<file path="src/rtl/kyber_reduction_arbiter.sv">
// Round-robin front end that time-shares one Kyber modular-reduction unit
// between NUM_REQ requesters, with modulus register and hung-unit watchdog.
package multiplier_pkg;
  localparam int DATA_LENGTH = 16;
endpackage

module kyber_reduction_arbiter #(
  parameter int                            NUM_REQ        = 4,
  parameter int                            DATA_LENGTH    = multiplier_pkg::DATA_LENGTH,
  parameter logic [DATA_LENGTH-1:0]        DEFAULT_M      = DATA_LENGTH'(3329),
  parameter int                            TIMEOUT_CYCLES = 64
) (
  input  logic                             clk_i,
  input  logic                             rst_i,
  input  logic [NUM_REQ-1:0]               req_valid_i,
  output logic [NUM_REQ-1:0]               req_ready_o,
  input  logic [NUM_REQ*DATA_LENGTH-1:0]   req_x_i,
  output logic [NUM_REQ-1:0]               rsp_valid_o,
  input  logic [NUM_REQ-1:0]               rsp_ready_i,
  output logic [DATA_LENGTH-1:0]           rsp_data_o,
  output logic                             rsp_err_o,
  input  logic                             cfg_we_i,
  input  logic [DATA_LENGTH-1:0]           cfg_m_i,
  output logic                             cfg_err_o,
  output logic                             red_start_o,
  output logic [DATA_LENGTH-1:0]           red_x_o,
  output logic [DATA_LENGTH-1:0]           red_m_o,
  input  logic [DATA_LENGTH-1:0]           red_result_i,
  input  logic                             red_valid_i,
  output logic                             busy_o,
  output logic                             err_timeout_o
);

  localparam int IDW = $clog2(NUM_REQ);
  localparam int CW  = $clog2(TIMEOUT_CYCLES + 1);

  typedef enum logic [1:0] {IDLE, ISSUE, WAIT, RESP} state_t;

  state_t                 state;
  logic [IDW-1:0]         ptr;
  logic [IDW-1:0]         id;
  logic [IDW-1:0]         grant;
  logic                   grant_valid;
  logic                   accept;
  logic                   cfg_ok;
  logic [DATA_LENGTH-1:0] x_q;
  logic [DATA_LENGTH-1:0] m_q;
  logic [DATA_LENGTH-1:0] res_q;
  logic                   err_q;
  logic                   start_q;
  logic                   timeout_q;
  logic                   cfg_err_q;
  logic [CW-1:0]          cnt;

  function automatic logic [IDW-1:0] wrap_add(input logic [IDW-1:0] a, input int unsigned b);
    return IDW'((int'(a) + b) % NUM_REQ);
  endfunction

  // First valid requester at or above the pointer, wrapping around.
  always_comb begin
    // NOTE: every always_comb output gets a default first so no path infers a latch.
    grant_valid = 1'b0;
    grant       = '0;
    for (int i = 0; i < NUM_REQ; i++) begin
      if (!grant_valid && req_valid_i[wrap_add(ptr, i)]) begin
        grant_valid = 1'b1;
        grant       = wrap_add(ptr, i);
      end
    end
  end

  assign accept = (state == IDLE) && grant_valid;
  assign cfg_ok = cfg_we_i && (state == IDLE) && !accept;

  // NOTE: all state is updated with <= so every register sees pre-edge values.
  always_ff @(posedge clk_i) begin
    if (rst_i) begin
      state     <= IDLE;
      ptr       <= '0;
      id        <= '0;
      x_q       <= '0;
      m_q       <= DEFAULT_M;
      res_q     <= '0;
      err_q     <= 1'b0;
      start_q   <= 1'b0;
      timeout_q <= 1'b0;
      cfg_err_q <= 1'b0;
      cnt       <= '0;
    end else begin
      start_q   <= 1'b0;
      cfg_err_q <= cfg_we_i && !cfg_ok;
      if (cfg_ok) m_q <= cfg_m_i;

      case (state)
        IDLE: if (accept) begin
          x_q     <= req_x_i[int'(grant)*DATA_LENGTH +: DATA_LENGTH];
          id      <= grant;
          ptr     <= wrap_add(grant, 1);
          start_q <= 1'b1;
          state   <= ISSUE;
        end
        ISSUE: begin
          cnt   <= '0;
          state <= WAIT;
        end
        WAIT: if (red_valid_i) begin
          res_q <= red_result_i;
          err_q <= 1'b0;
          state <= RESP;
        end else if (cnt == CW'(TIMEOUT_CYCLES - 1)) begin
          res_q     <= '0;
          err_q     <= 1'b1;
          timeout_q <= 1'b1;
          state     <= RESP;
        end else begin
          cnt <= cnt + 1'b1;
        end
        RESP: if (rsp_ready_i[id]) begin
          res_q <= '0;
          err_q <= 1'b0;
          state <= IDLE;
        end
        default: state <= IDLE;
      endcase
    end
  end

  assign req_ready_o   = accept ? (NUM_REQ'(1) << grant) : '0;
  assign rsp_valid_o   = (state == RESP) ? (NUM_REQ'(1) << id) : '0;
  assign rsp_data_o    = res_q;
  assign rsp_err_o     = err_q;
  assign cfg_err_o     = cfg_err_q;
  assign red_start_o   = start_q;
  assign red_x_o       = x_q;
  assign red_m_o       = m_q;
  assign busy_o        = (state != IDLE);
  assign err_timeout_o = timeout_q;

endmodule
</file>
<file path="config.mk">
export PLATFORM = sky130hd
export DESIGN_NAME = kyber_reduction_arbiter
export DESIGN_NICKNAME = d
export VERILOG_FILES = /design/src/rtl/kyber_reduction_arbiter.sv
export SDC_FILE = /design/constraint.sdc
export NUM_CORES = 1
export LEC_CHECK = 0
export CAP_MARGIN = 25
export CORE_UTILIZATION = 38
export CTS_BUF_LIST = sky130_fd_sc_hd__clkbuf_4
export DETAILED_ROUTE_END_ITERATION = 6
export PLACE_DENSITY = 0.78
export SETUP_SLACK_MARGIN = 0.15
export SYNTH_ARGS = -nofsm -noshare
export SYNTH_HDL_FRONTEND = slang
export SYNTH_SLANG_ARGS = --single-unit
</file>
<file path="constraint.sdc">
create_clock -name clk_i -period 1.7 [get_ports clk_i]
set_input_delay 0.34 -clock clk_i [delete_from_list [all_inputs] [get_ports clk_i]]
set_output_delay 0.34 -clock clk_i [all_outputs]
set_load 0.1 [all_outputs]
</file>
==> impl_metrics.ini <==
[logic_synthesis]
ys_types = 50
synth_top_area_frac = 0.3650
syn-cell-area_um2 = 3565
synth_area_leader_cell = dfxtp_1
synth-simple-area-share = 0.3047
synth_fa_ha_area_frac = 0.02106
synth_compound_area_frac = 0.2345
synth_area_leaders = dfxtp_1, nand2_1, a21oi_1
synth-main-ff-cell = dfxtp_1
synth_area_per_cell_um2 = 8.065
synth-xor-area-share = 0.007371
yosysWarnings = 0
synth_edf_count = 0
muxShareOfSynthArea = 0.01439
async_flop_share = 0
syn-num-nets = 556
synth_seq_cells = 65
syn_inst = 442
ys_seq_area_frac = 0.3650
synth_top_family_by_area = simple AND/OR/NAND/NOR gates

[finish]
final_layout_size_suffix_gt1_frac = 0.4069
final_common_cell = clkdlybuf4s50_1
syn_to_final_growth_pct = 116.2
fin_nets = 802
stdcell_area_um2 = 7707
final_cell_mix = clkdlybuf4s50_1, buf_12, dfxtp_1
nFillCells = 412
n_antenna_cell = 0

[power]
vdd_drop_max_mv = 1.399
power_density_nw_per_um2 = 1558
leakage_nw = 2.995

[critical_path]
critPathKind = flop to primary output
regToRegSetupSlack_ns = -0.57
endpoint_kind = primary output
r2r_end = rsp_data_o[12]$_SDFFE_PP0P_
reg2reg_from = state[1]$_SDFFE_PP0P_
crit_arrival_ns = 1.99
critPathRequiredTime_ns = 1.36
crit_fanout = 4
startpoint_type = flop
r2r_cells = 12
crit_start = state[1]$_SDFFE_PP0P_

[hold_path]
whs_path_depth = 4
min_path_type = input port to flop
hold_path.startpoint = rst_i
min_to = cnt[3]$_SDFFE_PP0P_

[floorplan]
ioPinCount = 169
die_w_um = 98.86
core-area_um2 = 8891
rows = 34
dieArea_um2 = 9772
die_h_um = 98.86
start_util = 0.4009

[timing]
worst_pin_slew_ns = 0.3862
min_period_over_period = 1.373
setup_tns_ns = -24.24
slew_headroom = 0.7426
setup_violations = 57
fmax_mhz = 428.5
rsz0062_at_grt = yes
final_max_slew_viol_count = 0
clock_skew_ns = 0.01646
finalHoldViolations = 0
setup_ws_ns = -0.6339
fin_crit_ns = 2.334

[clock_tree]
cts_tree = done
cts-root-buf = clkbuf_4
cts_made_buffers = 9
cts_max_path_buffers = 2
clk_pin_slew_ns = 0.14
h-tree-depth = 3
clkLatencyLatePin_ns = 0.47
cts.sinks = 65

[global_route]
antenna_found_initial = 0
grt_pass1_vias = 4697
grt_use_total = 0.3093
grt_max_degree = 38
grt_pass1_wl_mm = 23.38
grt-ovfl-total = 0

[status]
violations = setup timing
outcome = finished with violations

[flow_run]
cap_violations = 0

[placement]
port_buffers = 168
gp_congestion = 0.9628
place_ws_ns = -0.8655
dp.final_hpwl_mm = 9.120
placed_area_um2 = 6411

[routing]
drt-initial-drc-count = 253
routed.top_layer = met4
via_count = 4648
wl_mm = 16.86
ant_nets = 0
route.met3.wl_mm = 1.330
wl_met1_mm = 5.896
drc_errors = 0
routed_via_density = 5.803
wl_met2_mm = 8.642
avgRoutedWirePerCell_um = 21.05
drtPass1Iterations = 5
-- through the flow --
stage          hold slack (ns)  instances  total power, mW  utilization
6_report                0.3230        801            12.01       0.8669
5_1_grt                 0.3258        801            12.34       0.8669
4_1_cts                 0.3044        787            11.01       0.8268
3_5_place_dp            0.4825        738            8.110       0.7211
3_3_place_gp            0.4722        738            7.976       0.7211
2_1_floorplan           0.4530        442            5.809            -
-- where the power goes --
group	internal (mW)	leakage, nW	switching [mW]
registers	1.80	0.532	0.332
logic	3.88	2.36	4.52
clock network	0.758	0.101	0.718
-- worst max-delay path by stage --
stage	end	cells past startpoint
2_1_floorplan	req_ready_o[3]	7
3_3_place_gp	req_ready_o[2]	6
3_5_place_dp	red_x_o[8]$_SDFFE_PP0P_	7
4_1_cts	req_ready_o[3]	6
5_1_grt	req_ready_o[3]	8
6_report	req_ready_o[3]	8
-- cell type report --
type	instances	area, um^2	area share
multi-input cells	336	2634	0.3417
clock inverters	7	125.1	0.01623
clock buffers	9	67.56	0.008766
flip-flops and latches	65	1314	0.1705
well taps	108	135.1	0.01753
repair buffers	272	3408	0.4422
inverters	4	23.77	0.003084
-- critical path: stages (launching register included) --
cell	delay [ns]
dfxtp_2	0.36
buf_6	0.12
inv_4	0.05
ha_4	0.15
clkinvlp_4	0.14
a21oi_4	0.21
nand2_4	0.10
nor3_4	0.18
buf_12	0.21
-- kinds of logic after synthesis --
family | count (synthesis)
AOI/OAI and AO/OA | 126
xor gates and xnor gates | 3
adders and majority gates | 6
buffers and inverters | 41
DFF | 65
muxes | 5
and+or+nand+nor | 196
-- sequential cells by signal (all words and copies together), names as in the netlist --
signal and flops:
cfg_err_o 1, id 2, red_m_o 16, red_start_o 1, rsp_err_o 1, cnt 7, state 2, err_timeout_o 1
rsp_data_o 16, ptr 2, red_x_o 16
-- Yosys cell counts (all sizes together), types with 3 or more instances --
cell and number:
nand3b 21, a211o 15, nor3 3, a21oi 32, and3 21, mux2i 4
buf 13, nor2b 6, o21ai 35, dfxtp 65, ha 6, o32ai 15
a21boi 16, and2 17, nor3b 17, nand3 17, nor2 23, nand2 58
inv 4, clkbuf 24
-- per-layer routing --
| metal | track usage | vias to the layer above |
|---|---|---|
| li1 | - | 2089 |
| met1 | 0.3171 | 2199 |
| met2 | 0.5777 | 278 |
| met3 | 0.07589 | 82 |
| met4 | 0.1630 | 0 |
| met5 | 0 | - |
-- repair_timing --
item | CTS | global route
endpoints found under the setup margin | 57 | 70
buffers inserted | 29 | 13
hold buffers | 0 | 0
pin swaps | 32 | 42
cloned | 4 | 1
gates resized for setup | 98 | 57
Note: power is estimated with default switching activity, not from simulation.
